<file path="config.mk">
export PLATFORM = sky130hd
export DESIGN_NAME = spad_reader
export DESIGN_NICKNAME = d
export VERILOG_FILES = /design/src/rtl/spad_reader.sv
export SDC_FILE = /design/constraint.sdc
export NUM_CORES = 1
export LEC_CHECK = 0
export ABC_AREA = 1
export CAP_MARGIN = 20
export CORE_ASPECT_RATIO = 2
export CORE_MARGIN = 2
export CORE_UTILIZATION = 49
export CTS_CLUSTER_SIZE = 16
export DETAILED_ROUTE_END_ITERATION = 10
export DONT_BUFFER_PORTS = 1
export PLACE_DENSITY = 0.66
export SYNTH_ARGS = -nofsm -noshare
export SYNTH_HDL_FRONTEND = slang
export SYNTH_SLANG_ARGS = --single-unit
</file>
<file path="constraint.sdc">
create_clock -name clk -period 2.8 [get_ports clk]
set_input_delay 0.14 -clock clk [delete_from_list [all_inputs] [get_ports clk]]
set_output_delay 0.14 -clock clk [all_outputs]
set_load 0.05 [all_outputs]
</file>
<file path="src/rtl/spad_reader.sv">
// Strided burst reader: scratchpad SRAM to a valid/ready stream through a 3-entry skid FIFO.
// SPAD_RD_WRAP_EN: addresses wrap modulo NUM_REG instead of truncating to ADDR_WIDTH bits.

// Small synchronous FIFO with a zeroed head when empty.
// Latency: push visible at the head on the next cycle.
// Backpressure: pop is ignored when empty; push is dropped when full unless a pop frees a slot.
module spad_fifo #(
  parameter int W     = 16,
  parameter int DEPTH = 3
) (
  input  logic                         clk,
  input  logic                         rst,
  input  logic                         push,
  input  logic [W-1:0]                 push_dat,
  input  logic                         pop,
  output logic [W-1:0]                 head_dat,
  output logic                         head_vld,
  output logic [$clog2(DEPTH+1)-1:0]   count
);
  localparam int PW = (DEPTH > 1) ? $clog2(DEPTH) : 1;
  localparam int CW = $clog2(DEPTH + 1);

  logic [W-1:0]  mem [DEPTH];
  logic [PW-1:0] wr_ptr;
  logic [PW-1:0] rd_ptr;
  logic          full;
  logic          do_push;
  logic          do_pop;

  function automatic logic [PW-1:0] ptr_inc(input logic [PW-1:0] p);
    return (p == PW'(DEPTH - 1)) ? '0 : p + 1'b1;
  endfunction

  assign head_vld = (count != '0);
  assign full     = (count == CW'(DEPTH));
  assign do_pop   = pop & head_vld;
  assign do_push  = push & (~full | do_pop);
  assign head_dat = head_vld ? mem[rd_ptr] : '0;

  always_ff @(posedge clk) begin
    if (do_push) mem[wr_ptr] <= push_dat;
  end

  always_ff @(posedge clk) begin
    if (rst) begin
      wr_ptr <= '0;
      rd_ptr <= '0;
      count  <= '0;
    end else begin
      if (do_push) wr_ptr <= ptr_inc(wr_ptr);
      if (do_pop)  rd_ptr <= ptr_inc(rd_ptr);
      case ({do_push, do_pop})
        2'b10:   count <= count + 1'b1;
        2'b01:   count <= count - 1'b1;
        default: count <= count;
      endcase
    end
  end
endmodule

// Issues len strided SRAM reads per start and streams the words out in order.
// Latency: first read the cycle after start, first out_valid three cycles after start.
// Backpressure: reads are throttled so buffered plus in-flight words never exceed three.
module spad_reader #(
  parameter int NUM_REG    = 24,
  parameter int DATA_WIDTH = 16,
  parameter int ADDR_WIDTH = 5
) (
  input  logic                  clk,
  input  logic                  rst,
  input  logic                  start,
  input  logic [ADDR_WIDTH-1:0] base_addr,
  input  logic [ADDR_WIDTH:0]   len,
  input  logic [ADDR_WIDTH-1:0] stride,
  output logic                  sram_chip_en,
  output logic                  sram_ren,
  output logic [ADDR_WIDTH-1:0] sram_raddr,
  input  logic [DATA_WIDTH-1:0] sram_dout,
  output logic [DATA_WIDTH-1:0] out_data,
  output logic                  out_valid,
  input  logic                  out_ready,
  output logic                  busy,
  output logic                  done
);
  localparam int AW1 = ADDR_WIDTH + 1;
  localparam logic [AW1-1:0] NUM_REG_W = AW1'(NUM_REG);

  localparam logic [1:0] IDLE   = 2'd0;
  localparam logic [1:0] READ   = 2'd1;
  localparam logic [1:0] DRAIN  = 2'd2;
  localparam logic [1:0] FINISH = 2'd3;

  logic [1:0]            state;
  logic [1:0]            state_nxt;
  logic [ADDR_WIDTH-1:0] addr;
  logic [ADDR_WIDTH-1:0] addr_nxt;
  logic [ADDR_WIDTH-1:0] stride_q;
  logic [AW1-1:0]        rd_left;
  logic [AW1-1:0]        xfer_left;
  logic [AW1-1:0]        len_clip;
  logic                  inflight;
  logic [1:0]            fifo_count;
  logic [2:0]            occ_sum;
  logic [2:0]            occ_limit;
  logic                  xfer;
  logic                  issue;
  logic                  accept;

`ifdef SPAD_RD_WRAP_EN
  logic [AW1-1:0] addr_sum;
  assign addr_sum = {1'b0, addr} + {1'b0, stride_q};
  assign addr_nxt = ADDR_WIDTH'(addr_sum % NUM_REG_W);
`else
  assign addr_nxt = addr + stride_q;
`endif

  // Out-of-range lengths are clipped to the scratchpad size.
  assign len_clip  = (len > NUM_REG_W) ? NUM_REG_W : len;
  assign accept    = (state == IDLE) & start;
  assign xfer      = out_valid & out_ready;
  assign occ_sum   = {1'b0, fifo_count} + {2'b00, inflight};
  assign occ_limit = 3'd3 + {2'b00, xfer};
  assign issue     = (state == READ) && (rd_left != '0) && (occ_sum < occ_limit);

  assign sram_ren     = issue;
  assign sram_chip_en = issue;
  assign sram_raddr   = addr;
  assign busy         = (state != IDLE);
  assign done         = (state == FINISH);

  always_comb begin
    state_nxt = state;
    case (state)
      IDLE:    if (start) state_nxt = (len_clip == '0) ? FINISH : READ;
      READ:    if (issue && rd_left == AW1'(1)) state_nxt = DRAIN;
      DRAIN:   if (xfer && xfer_left == AW1'(1)) state_nxt = FINISH;
      default: state_nxt = IDLE;
    endcase
  end

  always_ff @(posedge clk) begin
    if (rst) begin
      state     <= IDLE;
      addr      <= '0;
      stride_q  <= '0;
      rd_left   <= '0;
      xfer_left <= '0;
      inflight  <= 1'b0;
    end else begin
      state    <= state_nxt;
      inflight <= issue;
      if (accept) begin
        addr      <= base_addr;
        stride_q  <= stride;
        rd_left   <= len_clip;
        xfer_left <= len_clip;
      end else begin
        if (issue) begin
          addr    <= addr_nxt;
          rd_left <= rd_left - 1'b1;
        end
        if (xfer) xfer_left <= xfer_left - 1'b1;
      end
    end
  end

  // Read data lands one cycle after the read and is pushed at the end of that cycle.
  spad_fifo #(
    .W     (DATA_WIDTH),
    .DEPTH (3)
  ) u_fifo (
    .clk      (clk),
    .rst      (rst),
    .push     (inflight),
    .push_dat (sram_dout),
    .pop      (out_ready),
    .head_dat (out_data),
    .head_vld (out_valid),
    .count    (fifo_count)
  );
endmodule

</file>
Yosys cells after proc, flatten, opt, wreduce, memory -nomap -nowiden
Memory sizes are Yosys's and may differ from the RTL's. A register that Yosys moved wholly into a read port is not among the register bits.
Index checks and enable logic that the tools add are counted.
{ "word_totals": {"register_bits": 31, "latchBits": 0, "ram_bits": 48, "rom_bits": 0, "input_bits": 36, "output_inout_bits": 26, "memories": 1} }
{ "classes": {"add_sub_neg": 9, "n_mul": 0, "div_mod_pow": 0, "magnitude_cmp": 2, "n_eq_ne": 13, "n_shift": 0, "muxes": 20, "n_bitwise": 5, "reduce_logical": 13} }
{ "memory_table": {"columns": ["memory", "words", "word_bits", "rd", "rd_ports_with_merged_regs", "wr", "line_no", "source"], "rows": [
  ["u_fifo.mem", 3, 16, 1, 1, 1, "23", "logic [W-1:0] mem [DEPTH];"]
]} }
{ "ops": {"columns": ["cell", "count"], "rows": [
  ["6-bit 2-to-1 mux", 5],
  ["16-bit 2-to-1 mux", 1],
  ["2-bit 2-to-1 mux", 8],
  ["2-bit == test, second input constant", 6],
  ["6-bit by 1-bit == test with 1-bit output, second input constant", 2],
  ["6-bit by 1-bit subtractor with 6-bit output, second input constant", 2],
  ["5-bit 2-to-1 mux", 2],
  ["2-bit nonzero test", 5],
  ["2-bit by 1-bit adder with 2-bit output, second input constant", 3],
  ["6-bit by 5-bit > comparator with 1-bit output, second input constant", 1],
  ["6-bit logical NOT", 1],
  ["2-bit case mux with 3 select lines", 1],
  ["6-bit nonzero test", 1],
  ["5-bit adder", 1],
  ["2-bit by 1-bit == test with 1-bit output, second input constant", 2],
  ["1-bit logical AND", 4],
  ["2-bit != test, second input constant", 2],
  ["2-bit case mux with 2 select lines", 1],
  ["2-bit by 1-bit adder with 3-bit output", 1],
  ["2-bit by 1-bit adder with 3-bit output, first input constant", 1],
  ["1-bit AND", 3],
  ["3-bit less-than comparator", 1],
  ["3-bit AND reduction", 1],
  ["2-bit logical NOT", 1],
  ["other kinds (5)", 6]
]} }

Depth between registers and ports, before layout
{ "logic_depth": {"ltp_word": 8, "mapped_depth": 11} }

By module
From an unflattened synthesis, not the netlist that was laid out.
{ "unflattened": {"cells_unflattened": 457, "hier_area_um2": 4013.8} }
{ "modules_own_cells": {"columns": ["module", "instances", "cells_per_inst", "area_per_inst_um2", "seq_area_each_um2"], "rows": [
  ["spad_fifo", 1, 214, 2336.0, 1601.5],
  ["spad_reader", 1, 243, 1677.9, 500.5]
]} }

Worst setup path before layout
Ideal clock, no wire load.
{ "synth_timing": {"path_kind": "flip-flop to flip-flop", "from": "register u_fifo.count[0]", "to": "memory u_fifo.mem[2][0] (enable)", "setup_ns": 0.409, "arrival_time_ns": 1.865, "required_time_ns": 2.391, "setup_slack_ns": 0.526, "path_stages_with_launch": 4, "n_path_buf": 0, "period_less_slack_ns": 2.274, "cell_sequence": "dfxtp_1 > a31oi_1 > inv_1 > nor3_1"} }
{ "synth_between": {"elab_chain_len": 6, "word_cells_on_any_way": 8} }
{ "synth_lines": {"columns": ["element", "line_no", "source"], "rows": [
  ["start: declaration", "18", "output logic [$clog2(DEPTH+1)-1:0] count"],
  ["start signal: assignment", "53", "2'b10: count <= count + 1'b1;"],
  ["start signal: assignment", "54", "2'b01: count <= count - 1'b1;"],
  ["start signal: assignment", "55", "default: count <= count;"],
  ["2-bit nonzero test or 2-bit == test (tied branches)", "34, 35", null],
  ["1-bit AND or 1-bit inverter (tied branches)", "36, 37", null],
  ["1-bit OR (*)", "37", "assign do_push = push & (~full | do_pop);"],
  ["1-bit AND (*)", "37", null],
  ["1-bit 2-to-1 mux (*)", "41", "if (do_push) mem[wr_ptr] <= push_dat;"],
  ["1-bit 2-to-1 mux (not written as such) (*)", "41", null],
  ["end: declaration", "23", null]
]} }
Every way passes the cells marked *; elsewhere a longest branch is shown, timed or not.

==> results.md <==
Status:
- The run finished with clean final reports.

Clock network:
- Counting along the longest clock path gives a buffer depth of 2.
- After clock tree synthesis, the clock-pin slew on the worst setup and hold paths is 60 ps.
- The CTS tree is done.
- Buffers inserted to repair hold after CTS numbered 21.
- In this run the number of H-tree levels came out at 3.
- The tree is rooted in a sky130_fd_sc_hd__clkbuf_16.
- The number of buffers inserted by post-CTS setup repair is 0.
- Once the clock tree was built, the resizer swapped 0 gates to a different size.
- Clock latency on the worst-skew pair, taken at its later pin, is 330 ps.
- The number of clock buffers added by TritonCTS is 9.
- Clock tree synthesis found a total of 81 sinks.

Worst setup path:
- The startpoint identified for the worst register-to-register timing path is u_fifo.count[0]$_SDFFE_PP0P_.
- Along the worst path, the maximum fanout reaches 16.
- The endpoint identified for the worst register-to-register timing path is u_fifo.count[1]$_SDFFE_PP0P_.
- Measured in cells, the most critical reg-to-reg path has a length of 6.
- Across all register-to-register paths, the minimum setup slack is 750 ps.
- The worst setup path is captured at an output pin.
- The startpoint-to-endpoint class of the critical path is flop to output pin.
- At the worst endpoint, the arrival time is 2030 ps.
- The category of the worst setup path launch point is a flop.
- At the worst endpoint, the required time is 2660 ps.

STA:
- Summed over all failing endpoints, the final setup total negative slack is 0 ps.
- The final critical-path required period is 2168 ps.
- Timing would allow up to 0.4612 GHz.
- The final clock period utilization by the worst path is 77.44%.
- On the final layout, the worst clock skew is 5.206 ps.
- The total count of max-transition violations in the final report was 0.
- At the pin with the least slew margin, the transition time is 981.7 ps.
- Setup violations remaining at the end of the flow were counted as 0.
- Setup repair after global routing left no endpoint under its margin.
- The number of endpoints with negative hold slack in the final report was 0.
- In this run the tightest slew margin relative to its limit is 34.47%.

Place:
- Once detailed placement completed, the half-perimeter wirelength came to 5410 µm.
- During placement, the flow inserted port buffers numbering 0.
- Routability-driven placement finished with a final weighted congestion of 0.8386.

Detailed routing:
- The number of DRC violations after detailed-routing iteration 0 is 256.
- The aggregate routed wire length is 7598 µm.
- For this run, design rule violations remaining after detail routing come to 0.
- The remaining number of nets flagged by the antenna check after routing is 0.
- The detail-routed net length per standard cell is 14.50 µm.
- The detail-routed via count per cell is 5.244.
- Before antenna repair, the detailed router went through 6 iterations.
- Summing over every cut layer, the via total after detailed routing is 2748.

GRT:
- The via count of the first global-routing pass is 2781.
- The number of antenna violations at the first check in global routing came to 0.
- For this run, the total global-route usage over all layers was measured as 19.16%.
- Global routing finished with a remaining overflow of 0.
- The first-pass GRT wire length is 12300 µm.
- Entering global routing, the biggest net connects 33 pins.

Cells and area:
- The post-route netlist has 10.93% of its cells at a drive strength greater than 1.
- In the final design database the tool counted 478 nets.
- The repair_antennas step left the layout with diodes totalling 0.
- From synthesis to final layout, the design area changed by 14.56%.

Pwr:
- In this run the power density over the cells is 1018 nW/µm².
- The sum of internal, switching and leakage power is 4.518 mW.
- The maximum resistive drop on vdd is 474.0 µV.
- The static leakage is 1.950 nW.

Synthesis:
- Of the synthesized area, sequential elements account for 54.25%.
- The mux share of post-synthesis cell area is 4.650%.
- After synthesis, the mean cell area works out to 9.639 µm².
- For this run, the number of Yosys warnings is 0.
- The fraction of the mapped netlist area in simple logic gates is 13.66%.
- The netlist uses 37 different library cells.
- After synthesis, the largest family of logic cells by area is simple AND/OR/NAND/NOR gates.
- The most common flop cell mapped by yosys is sky130_fd_sc_hd__edfxtp_1.
- The synthesized netlist devotes 11.88% of its cell area to compound gates.
- The cell count after synthesis is 402.
- Of the total synthesized cell area, the portion taken by full adders, half adders and majority gates is 5.683%.
- The synthesized netlist net count is 455.
- The number of enable flip-flop cells after synthesis is 48.
- Of the total synthesized cell area, the portion taken by XOR and XNOR cells is 1.582%.
- The number of synthesized register bits is 81.
- The summed instance area of the synthesized netlist is 3875 µm².
- The async set or reset register ratio after synthesis is 0%.

Die:
- The floorplan core area is 7657 µm².
- From bottom edge to top edge, the die measures 129.8 µm.
- For this configuration, the core starts out at a cell density of 50.60%.
- The die extent in x is 66.88 µm.
- 62 I/O pins were placed.
- The number of standard-cell rows in the floorplan is 45.
- The die footprint is 8678 µm².

Worst hold path:
- The end of the worst hold path is stride_q[1]$_SDFFE_PP0P_.
- The path class of the tightest hold or removal check is input port to flop.
- The number of cells on the worst hold path is 2.
- The startpoint of the worst hold path is stride[1].

Flow run:
- The max-capacitance violation count is 0.
-- synthesized netlist by cell type (2+ instances only) --
library cell	instances	area, µm²
sky130_fd_sc_hd__xnor2_1	4	35.03
sky130_fd_sc_hd__o211a_1	3	30.03
sky130_fd_sc_hd__nand2_2	3	18.77
sky130_fd_sc_hd__o21ai_0	30	150.1
sky130_fd_sc_hd__dfxtp_1	33	660.6
sky130_fd_sc_hd__mux2_2	16	180.2
sky130_fd_sc_hd__buf_2	5	25.02
sky130_fd_sc_hd__o211ai_1	3	22.52
sky130_fd_sc_hd__nand2_1	42	157.7
sky130_fd_sc_hd__a31oi_1	4	25.02
sky130_fd_sc_hd__a21oi_1	34	170.2
sky130_fd_sc_hd__o21ai_1	3	15.01
sky130_fd_sc_hd__nor3b_1	2	15.01
sky130_fd_sc_hd__edfxtp_1	48	1441
sky130_fd_sc_hd__ha_1	16	200.2
sky130_fd_sc_hd__nor2_1	41	153.9
sky130_fd_sc_hd__inv_1	66	247.7
sky130_fd_sc_hd__or2_2	2	12.51
sky130_fd_sc_hd__nor3_1	3	15.01
sky130_fd_sc_hd__xor2_1	3	26.28
sky130_fd_sc_hd__nand3b_1	2	15.01
sky130_fd_sc_hd__clkbuf_1	7	26.28
sky130_fd_sc_hd__nand3_1	18	90.09
-- cell type report --
cell class                      count  area [µm²]
Inverter                           67       251.5
Sequential cell                    81        2102
Clock inverter                      6       35.03
Timing Repair Buffer               26       247.7
Multi-Input combinational cell    240        1456
Fill cell                         692        3218
Clock buffer                       10       229.0
Tap cell                           94       117.6
-- cells by family (layout without fill, tap and decap cells) --
group                      count (synthesis)  count (layout)
adders and majority gates                 17              17
xor gates and xnor gates                   7               7
AOI/OAI and AO/OA                         82              82
DFF                                       81              81
muxes                                     16              16
buffers and inverters                     81             109
and+or+nand+nor                          118             118
-- layer usage --
layer / track usage (%) / vias up / share of wire, % / wire [µm]
met1: 18.54 / 1275 / 36 / 2764
met2: 35.65 / 75 / 56 / 4290
met5: 0 / - / 0 / 0
li1: - / 1382 / - / -
met4: 11.64 / 0 / 2.7 / 207
met3: 3.966 / 16 / 4.4 / 336
-- worst max path at each step --
| stage | endpoint | depth (start not counted) | start |
|---|---|---|---|
| floorplan | u_fifo.mem[2][0]$_DFFE_PP_ | 3 | u_fifo.count[0]$_SDFFE_PP0P_ |
| global placement | u_fifo.count[1]$_SDFFE_PP0P_ | 6 | u_fifo.count[0]$_SDFFE_PP0P_ |
| detailed placement | u_fifo.count[1]$_SDFFE_PP0P_ | 6 | u_fifo.count[0]$_SDFFE_PP0P_ |
| global route | u_fifo.count[1]$_SDFFE_PP0P_ | 6 | u_fifo.count[0]$_SDFFE_PP0P_ |
| finish | out_data[11] | 3 | flop |
| CTS | out_data[11] | 3 | flop |
-- placed cells by master (no fill, tap or decap), types with 2 or more instances in the layout --
cell type,n
sky130_fd_sc_hd__ha_1,16
sky130_fd_sc_hd__dfxtp_1,33
sky130_fd_sc_hd__nand3b_1,2
sky130_fd_sc_hd__clkinv_4,2
sky130_fd_sc_hd__clkinv_1,2
sky130_fd_sc_hd__o211ai_1,3
sky130_fd_sc_hd__clkbuf_16,9
sky130_fd_sc_hd__buf_4,5
sky130_fd_sc_hd__or2_2,2
sky130_fd_sc_hd__edfxtp_1,48
sky130_fd_sc_hd__a31oi_1,4
sky130_fd_sc_hd__o21ai_1,3
sky130_fd_sc_hd__dlygate4sd3_1,21
sky130_fd_sc_hd__nand3_1,18
sky130_fd_sc_hd__o211a_1,3
sky130_fd_sc_hd__inv_1,66
sky130_fd_sc_hd__a21oi_1,34
sky130_fd_sc_hd__o21ai_0,30
sky130_fd_sc_hd__nor2_1,41
sky130_fd_sc_hd__nand2_1,42
sky130_fd_sc_hd__xor2_1,3
sky130_fd_sc_hd__xnor2_1,4
sky130_fd_sc_hd__nand2_2,3
sky130_fd_sc_hd__nor3_1,2
sky130_fd_sc_hd__nor3b_1,2
sky130_fd_sc_hd__mux2_2,16
-- through the flow --
stage	worst slack [ps]	utilization (%)	hold WS (ps)	cells	cell area, µm²
final	631.6	57.97	6.455	524	4439
after global routing	453.4	57.97	22.45	524	4439
after CTS	569.7	57.97	2.127	524	4439
after detailed placement	712.5	51.78	214.7	487	3965
after global placement	737.1	51.78	212.6	487	3965
after floorplan	525.5	-	238.9	402	3875
-- where the power goes --
part,internal [mW],switching [mW]
Combinational,0.549,1.23
Clock,0.592,0.438
Sequential,1.47,0.244
Total,2.61,1.91
-- critical path: stages, from the launching register on --
cell	delay, ps
sky130_fd_sc_hd__dfxtp_1	830
sky130_fd_sc_hd__mux2_2	410
sky130_fd_sc_hd__o21ai_0	180
sky130_fd_sc_hd__inv_1	270
-- sequential cells by signal, summed over array words and instances, names as in the netlist, named ones only --
register	flops
stride_q	5
u_fifo.rd_ptr	2
state	2
inflight	1
u_fifo.count	2
xfer_left	6
rd_left	6
u_fifo.mem	48
sram_raddr	5
u_fifo.wr_ptr	2
No activity file was read; power rests on OpenSTA's default activity.
